`src/rtl/mem_pkg.sv`:
```
// mem_pkg: shared types and widths for the two-master memory arbiter.
//   ADDR_W / DATA_W / BSEL_W : word-address, data and byte-select widths
//   state_t                  : arbiter grant state
//   port_req_t               : one master's request bundle (everything it drives)
package mem_pkg;

  localparam int ADDR_W = 19;
  localparam int DATA_W = 16;
  localparam int BSEL_W = 2;

  typedef enum logic [1:0] {
    IDLE    = 2'd0,
    GRANT_A = 2'd1,
    GRANT_B = 2'd2
  } state_t;

  typedef struct packed {
    logic [ADDR_W-1:0] addr;
    logic [DATA_W-1:0] data_out;
    logic              access;
    logic              wr_en;
    logic [BSEL_W-1:0] bytesel;
  } port_req_t;

endpackage

```
`src/rtl/mem_arbiter_if.sv`:
```
// mem_bus_if: one memory bus connection (address is a word address, addr[19:1]).
//   addr, data_out, access, wr_en, bytesel : driven by the master
//   data_in, ack                           : driven by the slave
//   modport master : the side issuing requests
//   modport slave  : the side answering requests
interface mem_bus_if;
  import mem_pkg::*;

  logic [ADDR_W-1:0] addr;
  logic [DATA_W-1:0] data_out;
  logic [DATA_W-1:0] data_in;
  logic              access;
  logic              ack;
  logic              wr_en;
  logic [BSEL_W-1:0] bytesel;

  modport master (
    output addr, data_out, access, wr_en, bytesel,
    input  data_in, ack
  );

  modport slave (
    input  addr, data_out, access, wr_en, bytesel,
    output data_in, ack
  );

endinterface

```
`src/rtl/mem_arbiter_mux.sv`:
```
// mem_port_mux: combinational 2:1 selector of a full request bundle.
//   sel   : current grant state; IDLE selects nothing
//   req_a : request bundle from master A
//   req_b : request bundle from master B
//   req_q : bundle forwarded downstream, all-zero when nothing is granted
module mem_port_mux
  import mem_pkg::*;
(
  input  state_t    sel,
  input  port_req_t req_a,
  input  port_req_t req_b,
  output port_req_t req_q
);

  // Idle bus is driven to all zeros so the memory never sees a stale request.
  always_comb begin
    req_q = '0;
    case (sel)
      GRANT_A: req_q = req_a;
      GRANT_B: req_q = req_b;
      default: req_q = '0;
    endcase
  end

endmodule

```
`src/rtl/mem_arbiter.sv`:
```
// mem_arbiter: round-robin arbiter sharing one memory port between a data
// load/store master (A) and an instruction prefetch master (B).
//   clk    : clock, rising edge
//   reset  : synchronous, active-low
//   a_m    : slave side facing master A
//   b_m    : slave side facing master B
//   q_m    : master side facing the shared memory
//   q_busy : high while a grant is held
module mem_arbiter
  import mem_pkg::*;
(
  input  logic      clk,
  input  logic      reset,
  mem_bus_if.slave  a_m,
  mem_bus_if.slave  b_m,
  mem_bus_if.master q_m,
  output logic      q_busy
);

  state_t    state_q, state_d;
  logic      last_served_q, last_served_d;
  port_req_t req_a, req_b, req_q;

  assign req_a = '{addr: a_m.addr, data_out: a_m.data_out, access: a_m.access,
                   wr_en: a_m.wr_en, bytesel: a_m.bytesel};
  assign req_b = '{addr: b_m.addr, data_out: b_m.data_out, access: b_m.access,
                   wr_en: b_m.wr_en, bytesel: b_m.bytesel};

  // State register. last_served resets to B so that A wins the first tie.
  always_ff @(posedge clk) begin
    if (!reset) begin
      state_q       <= IDLE;
      last_served_q <= 1'b1;
    end else begin
      state_q       <= state_d;
      last_served_q <= last_served_d;
    end
  end

  // Next-state logic. Every grant returns to IDLE when it ends, so a master
  // re-requesting straight after its ack competes again and loses a tie.
  // The ack is checked before access because a master may drop access in
  // its ack cycle.
  always_comb begin
    state_d       = state_q;
    last_served_d = last_served_q;
    case (state_q)
      IDLE: begin
        if (a_m.access && b_m.access)
          state_d = last_served_q ? GRANT_A : GRANT_B;
        else if (a_m.access)
          state_d = GRANT_A;
        else if (b_m.access)
          state_d = GRANT_B;
      end
      GRANT_A: begin
        if (q_m.ack) begin
          state_d       = IDLE;
          last_served_d = 1'b0;
        end else if (!a_m.access) begin
          state_d = IDLE;
        end
      end
      GRANT_B: begin
        if (q_m.ack) begin
          state_d       = IDLE;
          last_served_d = 1'b1;
        end else if (!b_m.access) begin
          state_d = IDLE;
        end
      end
      default: state_d = IDLE;
    endcase
  end

  mem_port_mux u_mux (
    .sel   (state_q),
    .req_a (req_a),
    .req_b (req_b),
    .req_q (req_q)
  );

  assign q_m.addr     = req_q.addr;
  assign q_m.data_out = req_q.data_out;
  assign q_m.access   = req_q.access;
  assign q_m.wr_en    = req_q.wr_en;
  assign q_m.bytesel  = req_q.bytesel;

  // An ack arriving while idle belongs to nobody and is dropped.
  assign a_m.ack     = (state_q == GRANT_A) && q_m.ack;
  assign b_m.ack     = (state_q == GRANT_B) && q_m.ack;
  assign a_m.data_in = q_m.data_in;
  assign b_m.data_in = q_m.data_in;

  assign q_busy = (state_q != IDLE);

endmodule

```
`src/flat_wrapper.sv`:
```
// flat-port wrapper written by rule: the top's interface ports become plain ports
module mem_arbiter_flat import mem_pkg::*;
  (clk, reset, q_busy, a_m_addr, a_m_data_out, a_m_access, a_m_wr_en, a_m_bytesel, a_m_data_in, a_m_ack, b_m_addr, b_m_data_out, b_m_access, b_m_wr_en, b_m_bytesel, b_m_data_in, b_m_ack, q_m_addr, q_m_data_out, q_m_access, q_m_wr_en, q_m_bytesel, q_m_data_in, q_m_ack);
  mem_bus_if a_m_i ();
  mem_bus_if b_m_i ();
  mem_bus_if q_m_i ();
  input  logic clk;
  input  logic reset;
  output logic q_busy;
  input wire logic [$bits(a_m_i.addr)-1:0] a_m_addr;
  input wire logic [$bits(a_m_i.data_out)-1:0] a_m_data_out;
  input wire logic [$bits(a_m_i.access)-1:0] a_m_access;
  input wire logic [$bits(a_m_i.wr_en)-1:0] a_m_wr_en;
  input wire logic [$bits(a_m_i.bytesel)-1:0] a_m_bytesel;
  output wire logic [$bits(a_m_i.data_in)-1:0] a_m_data_in;
  output wire logic [$bits(a_m_i.ack)-1:0] a_m_ack;
  input wire logic [$bits(b_m_i.addr)-1:0] b_m_addr;
  input wire logic [$bits(b_m_i.data_out)-1:0] b_m_data_out;
  input wire logic [$bits(b_m_i.access)-1:0] b_m_access;
  input wire logic [$bits(b_m_i.wr_en)-1:0] b_m_wr_en;
  input wire logic [$bits(b_m_i.bytesel)-1:0] b_m_bytesel;
  output wire logic [$bits(b_m_i.data_in)-1:0] b_m_data_in;
  output wire logic [$bits(b_m_i.ack)-1:0] b_m_ack;
  output wire logic [$bits(q_m_i.addr)-1:0] q_m_addr;
  output wire logic [$bits(q_m_i.data_out)-1:0] q_m_data_out;
  output wire logic [$bits(q_m_i.access)-1:0] q_m_access;
  output wire logic [$bits(q_m_i.wr_en)-1:0] q_m_wr_en;
  output wire logic [$bits(q_m_i.bytesel)-1:0] q_m_bytesel;
  input wire logic [$bits(q_m_i.data_in)-1:0] q_m_data_in;
  input wire logic [$bits(q_m_i.ack)-1:0] q_m_ack;
  assign a_m_i.addr = a_m_addr;
  assign a_m_i.data_out = a_m_data_out;
  assign a_m_i.access = a_m_access;
  assign a_m_i.wr_en = a_m_wr_en;
  assign a_m_i.bytesel = a_m_bytesel;
  assign a_m_data_in = a_m_i.data_in;
  assign a_m_ack = a_m_i.ack;
  assign b_m_i.addr = b_m_addr;
  assign b_m_i.data_out = b_m_data_out;
  assign b_m_i.access = b_m_access;
  assign b_m_i.wr_en = b_m_wr_en;
  assign b_m_i.bytesel = b_m_bytesel;
  assign b_m_data_in = b_m_i.data_in;
  assign b_m_ack = b_m_i.ack;
  assign q_m_addr = q_m_i.addr;
  assign q_m_data_out = q_m_i.data_out;
  assign q_m_access = q_m_i.access;
  assign q_m_wr_en = q_m_i.wr_en;
  assign q_m_bytesel = q_m_i.bytesel;
  assign q_m_i.data_in = q_m_data_in;
  assign q_m_i.ack = q_m_ack;
  mem_arbiter u_core (.clk(clk), .reset(reset), .a_m(a_m_i), .b_m(b_m_i), .q_m(q_m_i), .q_busy(q_busy));
endmodule
```
`config.mk`:
```
export PLATFORM = sky130hd
export DESIGN_NAME = mem_arbiter_flat
export DESIGN_NICKNAME = d
export VERILOG_FILES = /design/src/rtl/mem_pkg.sv /design/src/rtl/mem_arbiter_if.sv /design/src/rtl/mem_arbiter_mux.sv /design/src/rtl/mem_arbiter.sv /design/src/flat_wrapper.sv
export SDC_FILE = /design/constraint.sdc
export NUM_CORES = 1
export LEC_CHECK = 0
export ABC_AREA = 1
export BUFFER_PORTS_ARGS = -buffer_cell sky130_fd_sc_hd__buf_2
export CAP_MARGIN = 20
export CORE_AREA = 3 3 64 66
export DETAILED_ROUTE_END_ITERATION = 8
export DIE_AREA = 0 0 67 69
export PLACE_DENSITY = 0.82
export SLEW_MARGIN = 20
export SYNTH_ARGS = -nofsm -noshare
export SYNTH_HDL_FRONTEND = slang
export SYNTH_SLANG_ARGS = --single-unit
```
`constraint.sdc`:
```
create_clock -name clk -period 2.8 [get_ports clk]
set_input_delay 0.14 -clock clk [delete_from_list [all_inputs] [get_ports clk]]
set_output_delay 0.14 -clock clk [all_outputs]
set_load 0.05 [all_outputs]
```
* Word level (Yosys, flattened, before mapping)
Cells that the tools add are included.
** Operators by class
- Equal/unequal tests :: 7
- Multiplexer cells :: 13
- Reduce and logical (&&, ||, !) cells :: 8
** Operator list (number)
- one-hot mux 39 bit (2 select lines) :: 1
- two-way mux 2 bit :: 8
- != test 3 bit (second input constant) :: 2
- one-hot mux 2 bit (3 select lines) :: 1
- AND reduction 3 bit :: 2
- != test 2 bit (second input constant) :: 2
- != test 4 x 3 -> 1 bit (second input constant) :: 1
- nonzero test 2 bit :: 2
- logical AND 1 bit :: 3
- == test 2 x 1 -> 1 bit (second input constant) :: 1
- == test 2 bit (second input constant) :: 1
- logical NOT 2 bit :: 1
- two-way mux 1 bit :: 2
- one-hot mux 1 bit (2 select lines) :: 1
** Word-level totals
- Register bits after elaboration :: 3
- Bits of input ports :: 97
- Word-level logic and storage cells :: 30

* Logic depth before layout (Yosys ltp)
Gate-level depths: netlist of the first run.
- Depth in word-level cells :: 4
- Gate-level depth with buffers :: 9

* Modules after synthesis
From an unflattened synthesis of the first run, not the netlist that was laid out.
** Second synthesis, totals
- Cell total of the unflattened synthesis :: 196
- Area, all modules :: 1037.2 µm²
** By module, submodules not included
- mem_port_mux :: instances 1, cells each 133, area each 591.8 µm², sequential area each 0.0 µm²
- mem_arbiter :: instances 1, cells each 63, area each 445.4 µm², sequential area each 60.1 µm²

* Worst setup path after synthesis of the first run
No wires, ideal clock.
- Path type :: register -> output
- From :: register u_core.state_q[0]
- To :: output q_m_data_out[10]
- Arrival time :: 1819 ps
- Data required time :: 2660 ps
- Path slack :: 841 ps
- Stages on the path, launching flop included :: 7
- Path through :: dfxtp_1 inv_1 ha_1 inv_1 buf_2 buf_2 a21oi_1
** Between the ends
- Longest elaborated chain between the ends :: 2
- Elaborated cells on any way between the ends :: 3
** RTL lines
- start: declaration :: RTL line mem_arbiter.sv:20 : state_t state_q, state_d;
- start signal: assignment :: RTL line mem_arbiter.sv:35 : state_q <= state_d;
- == test 2 bit / == test 2 x 1 -> 1 bit (equally long branches) :: RTL line mem_arbiter_mux.sv:18 : case (sel)
- one-hot mux 39 bit (2 select lines) (*) :: RTL line mem_arbiter_mux.sv:18
- end: declaration :: RTL line flat_wrapper.sv:25 : output wire logic [$bits(q_m_i.data_out)-1:0] q_m_data_out;
Mark *: on every way between the ends. The rest lies on a longest branch, timed or not.

* Worst setup path in the final report of the first run
- From :: register u_core.state_q[0]
- To :: output q_m_bytesel[1]
** Between the ends
- Longest elaborated chain between the ends :: 2
- Elaborated cells on any way between the ends :: 3
** RTL lines
- == test 2 bit / == test 2 x 1 -> 1 bit (equally long branches) :: RTL line mem_arbiter_mux.sv:18
- one-hot mux 39 bit (2 select lines) (*) :: RTL line mem_arbiter_mux.sv:18
- end: declaration :: RTL line flat_wrapper.sv:28 : output wire logic [$bits(q_m_i.bytesel)-1:0] q_m_bytesel;
Marked as above.

==> metrics.csv, run 1 <==
metric,value,unit
status,finished clean,
Root Buffer,clkbuf_8,
drt total wl,3.65,mm
"slowest stage delay, CP",0.50,ns
RSZ-0062 raised after global routing,no,
Setup Buffers After CTS,0,
Synth cell types,12,
CTS sink cnt,3,
Final Setup Violations,0,
synthesized area per cell,5.21,sq um
via/cell ratio,4.42,
critical path arrival,2.09,ns
Initial DRT Pass Iterations,4,
highest-count cells in the layout ignoring fill and taps,"buf_2, nand2_1, a21oi_1",
Final Cycle Share,79.8,%
number of synthesized register bits,3,
Die Width,67,microns
CTS H-tree depth,1,
grt total ovfl,0,
IO Port Bufs,122,
Max Fanout on Critical Path,23,
"Net Count, Synth",303,
cell count after synthesis,201,
WL per Instance,10.9,microns
First DRT Iteration DRCs,51,
largest net degree at the start of global routing,24,
maximum operating frequency,0.447,GHz
first-pass GRT wire length,5.47,mm
net count reported at finish,391,
Min Hold Slack,0.146,ns
GPL Wtd Cong,0.757,
"Seq/Total Area, Yosys",5.73,%
Post-route DRC,0,
die span in y,69,microns
hold crit path type,in -> reg,
post-synthesis cell area,1050,sq um
crit-path cells,inv_1 > ha_1 > inv_1 > buf_4 > a21oi_1 > buf_2,
final hold viol count,0,
"Core Util, Final",40.9,%
final antenna-violating net count,0,
CTS Buf Count,3,
CP dominant cell by count,inv_1,
Leakage Power,0.000859,uW
"most common cell after layout, fill and taps aside",buf_2,
share of layout cells above drive strength 1,45.1,%
largest family of logic cells by synthesized area,simple AND/OR/NAND/NOR gates,
fin. max-slew vios,0,
Max-slew headroom,54.8,%
initial antenna violation count,0,
CP Data Required Time,2.66,ns
minimum clock period,2.23,ns
Worst Path Buf+Inv,4,
Die ar.,4620,sq um
WS Path Type,reg -> out,
synthesis warning total,0,
Initial Util,28.8,%
fraction of synthesized cell area in xor and xnor cells,0,%
PD cells,510,nW/um^2
Worst-Margin Slew,0.678,ns
slowest stage cell on the critical path,inv_1,
Layout area overhead,42.1,%
setup TNS,0,ns
row count,22,
Clock Skew,0.000972,ns
compound-gate portion of the synthesized area,18.6,%
"Reg clk slew, reported paths",0.03,ns
adder-cell share of the synthesized area,5.97,%
Critical Path Start Type,register,
hpwl dp,2.97,mm
Global Route Usage Sum,14.3,%
Post-Synth Simple-Gate Area,36.6,%
Clock Path Buffers,2,
CTS Hold Bufs,0,
Critical Path End Type,primary output,
Max Cap Viol,0,
vias in the first global route,1315,
CTS tree,yes,
post-cts resize count,0,
Ports,171,
mux share of post-synthesis cell area,0,%
"CP delay by family, top",buffers and inverters,
diode count,0,
worst skew pair latency,0.21,ns
Vias,1485,
core area,3630,sq um
worst vdd ir,446,uV
## final cells by class
type                       instances  area, sq um
fill                             417         2150
timing repair buffer             127          648
multi-input combinational        145          641
sequential                         3         60.1
tap                               48         60.1
clock buffer                       4         45.0
inverter                           9         33.8
## stage by stage
| stage | instances | setup WS, ns | power [uW] | cell area [sq um] |
|---|---|---|---|---|
| finish | 336 | 0.565 | 758 | 1490 |
| global route | 336 | 0.376 | 821 | 1490 |
| CTS | 336 | 0.526 | 768 | 1490 |
| detailed placement | 332 | 0.760 | 638 | 1440 |
| global placement | 332 | 0.829 | 632 | 1440 |
| floorplan | 201 | 0.841 | 611 | 1050 |
## cell usage after synthesis
library cell	instances	area share [%]
buf_2	7	3.3
nand3_1	2	0.96
ha_1	5	6.0
dfxtp_1	3	5.7
a21oi_1	39	19
nand2_1	91	33
clkbuf_1	2	0.72
buf_4	33	24
nor3_1	1	0.48
inv_1	9	3.2
buf_6	2	2.2
nor2_1	7	2.5
## registers in the layout, summed over array words and instances, names as in the netlist
signal / count
u_core.state_q: 2
u_core.last_served_q: 1
## power breakdown
group / switching (uW) / leakage, uW / internal (uW)
logic: 430 / 0.000812 / 150
registers: 4.52 / 0.0000248 / 49.2
clock network: 28.0 / 0.0000228 / 97.0
## final timing paths
check / startpoint / endpoint / slack [ns] / depth (start not counted)
worst max-delay path: u_core.state_q[0] / q_m_bytesel[1] / 0.57 / 6
worst max register to register: u_core.state_q[0] / u_core.state_q[0] / 1.36 / 9
worst min-delay path: reset / u_core.last_served_q / 0.15 / 2
worst min register to register: u_core.last_served_q / u_core.last_served_q / 0.46 / 2
## metal layers
layer	global-route usage, %	vias up	part of all wire [%]
met5	0	-	0
met4	6.08	0	1.6
met3	3.09	11	12
met2	26.9	78	52
met1	14.6	629	35
li1	-	767	-
## kinds of logic (layout without fill, tap and decap cells)
family | after synthesis | in the layout
AOI/OAI and AO/OA | 39 | 39
adders and majority gates | 5 | 5
buffers and inverters | 53 | 140
DFF | 3 | 3
and+or+nand+nor | 101 | 101
Note: power is estimated with default switching activity, not from simulation.
==> run 2: changes to the inputs <==
--- a/config.mk
+++ b/config.mk
@@ -8,10 +8,10 @@
 export ABC_AREA = 1
 export BUFFER_PORTS_ARGS = -buffer_cell sky130_fd_sc_hd__buf_2
 export CAP_MARGIN = 20
-export CORE_AREA = 3 3 64 66
+export CORE_MARGIN = 3
+export CORE_UTILIZATION = 28
 export DETAILED_ROUTE_END_ITERATION = 8
-export DIE_AREA = 0 0 67 69
-export PLACE_DENSITY = 0.82
+export PLACE_DENSITY = 0.81
 export SLEW_MARGIN = 20
 export SYNTH_ARGS = -nofsm -noshare
 export SYNTH_HDL_FRONTEND = slang
==> constraint.sdc (replaced) <==
create_clock -name clk -period 2.1 [get_ports clk]
set_input_delay 0.105 -clock clk [delete_from_list [all_inputs] [get_ports clk]]
set_output_delay 0.105 -clock clk [all_outputs]
set_load 0.05 [all_outputs]
==> run 2 against run 1 <==
Via count decreased by 1.7%. Register-to-register slack lost 0.70 ns. Critical path depth is the same. Cell area is 2.3% higher. Clock power up 31%. Final cell count fell by 0.30%. Global-route usage down 0.63 points. Largest cell class unchanged.
==> metrics.csv, run 2 (synthesis results as in run 1) <==
metric,value,unit,change
status,finished clean,,unchanged
IO Port Bufs,122,,unchanged
Final Setup Violations,0,,unchanged
RSZ-0062 raised after global routing,no,,unchanged
"most common cell after layout, fill and taps aside",buf_2,,unchanged
minimum clock period,1.87,ns,
worst hold path cell count,2,,unchanged
"Core Util, Final",43.9,%,was 40.9%
setup TNS,0,ns,unchanged
worst vdd ir,506,uV,was 446 uV
Root Buffer,clkbuf_8,,unchanged
Die ar.,4510,sq um,was 4620 sq um
net count reported at finish,392,,was 391
Leakage Power,0.000871,uW,was 0.000859 uW
Layout area overhead,45.3,%,was 42.1%
Final Cycle Share,88.9,%,
Post-route DRC,0,,unchanged
max FFs per register,2,,unchanged
share of layout cells above drive strength 1,45.7,%,was 45.1%
Initial DRT Pass Iterations,4,,unchanged
CTS H-tree depth,1,,unchanged
diode count,0,,unchanged
CTS sink cnt,3,,unchanged
worst r2r src,u_core.state_q[0],,unchanged
Initial Util,30.2,%,was 28.8%
Clock Path Buffers,2,,unchanged
CTS Buf Count,3,,unchanged
maximum operating frequency,0.536,GHz,
Max Cap Viol,0,,unchanged
highest-count cells in the layout ignoring fill and taps,"buf_2, nand2_1, a21oi_1",,unchanged
core area,3470,sq um,was 3630 sq um
hold endpoint,u_core.last_served_q,,unchanged
first-pass GRT wire length,5.04,mm,was 5.47 mm
Crit. Startpoint,u_core.state_q[0],,unchanged
register with the most flip-flops,u_core.state_q,,unchanged
Ports,171,,unchanged
Critical R2R Capture,u_core.state_q[0],,unchanged
r2r setup slk,0.66,ns,was 1.36 ns
PD cells,699,nW/um^2,was 510 nW/um^2
reg2reg path depth,9,,unchanged
fin. max-slew vios,0,,unchanged
WS Path Type,reg -> out,,unchanged
die span in y,67.2,microns,was 69 microns
top flop regs,"u_core.state_q (2), u_core.last_served_q (1)",,unchanged
largest net degree at the start of global routing,24,,unchanged
Vias,1460,,was 1485
Die Width,67.2,microns,was 67 microns
Max Fanout on Critical Path,17,,was 23
Critical Path End Type,primary output,,unchanged
First DRT Iteration DRCs,52,,was 51
worst hold start,reset,,unchanged
CTS tree,yes,,unchanged
WL per Instance,10.7,microns,was 10.9 microns
final hold viol count,0,,unchanged
critical path arrival,1.76,ns,was 2.09 ns
worst skew pair latency,0.21,ns,about the same
Critical Path Start Type,register,,unchanged
row count,21,,was 22
hpwl dp,2.86,mm,was 2.97 mm
Max-slew headroom,82.8,%,was 54.8%
Worst-Margin Slew,0.260,ns,was 0.678 ns
GPL Wtd Cong,0.809,,was 0.757
final antenna-violating net count,0,,unchanged
drt total wl,3.57,mm,was 3.65 mm
grt total ovfl,0,,unchanged
Global Route Usage Sum,13.7,%,was 14.3%
initial antenna violation count,0,,unchanged
vias in the first global route,1193,,was 1315
Clock Skew,0.00267,ns,was 0.000972 ns
via/cell ratio,4.36,,was 4.42
"Reg clk slew, reported paths",0.03,ns,about the same
CP Data Required Time,2.00,ns,was 2.66 ns
hold crit path type,in -> reg,,unchanged
-- run 2: worst max path at each step --
stage | endpoint
global route | q_m_data_out[1]
CTS | q_m_data_out[10]
global placement | q_m_data_out[15]
floorplan | q_m_data_out[10]
finish | q_m_data_out[1]
detailed placement | q_m_data_out[10]
-- run 2: repair_timing --
action | in CTS | in global routing
hold buffers | 0 | 0
endpoints found under the setup margin | 0 | 22
gates resized for setup | 0 | 1
buffers inserted | 0 | 1
-- run 2: critical path, stage by stage (launching register included) --
cell        delay, ns
dfxtp_1          0.36
inv_1            0.11
ha_1             0.33
clkinvlp_4       0.14
buf_12           0.17
a21oi_1          0.15
buf_2            0.29
-- run 2: cell type report --
class                   instances  area, sq um
fillers                       377         1950
repair buffers                128          681
multi-input cells             145          641
flip-flops and latches          3         60.1
well taps                      46         57.6
clock buffers                   4         45.0
inverters                       9         37.5
-- run 2: where the power goes --
| group | switching (uW) | internal (uW) |
|---|---|---|
| clock | 34.6 | 129 |
| sequential | 6.39 | 65.7 |
| combinational | 586 | 242 |
| total | 627 | 437 |
-- run 2: through the flow --
stage	instance area [sq um]	hold slack (ns)	cells	total power, uW	setup WS, ns
6_report	1520	0.112	335	1060	0.233
5_1_grt	1520	0.125	335	1140	0.111
4_1_cts	1500	0.111	334	1040	0.0474
3_5_place_dp	1450	0.210	330	869	0.287
3_3_place_gp	1450	0.210	330	863	0.351
2_1_floorplan	1050	0.189	201	815	0.176
-- run 2: routing by layer --
metal	up-vias	share of wire (%)	track usage [%]
met1	616	37	14.7
met4	0	1.3	4.56
li1	772	-	-
met2	63	52	26.0
met5	-	0	0
met3	9	9.4	3.16
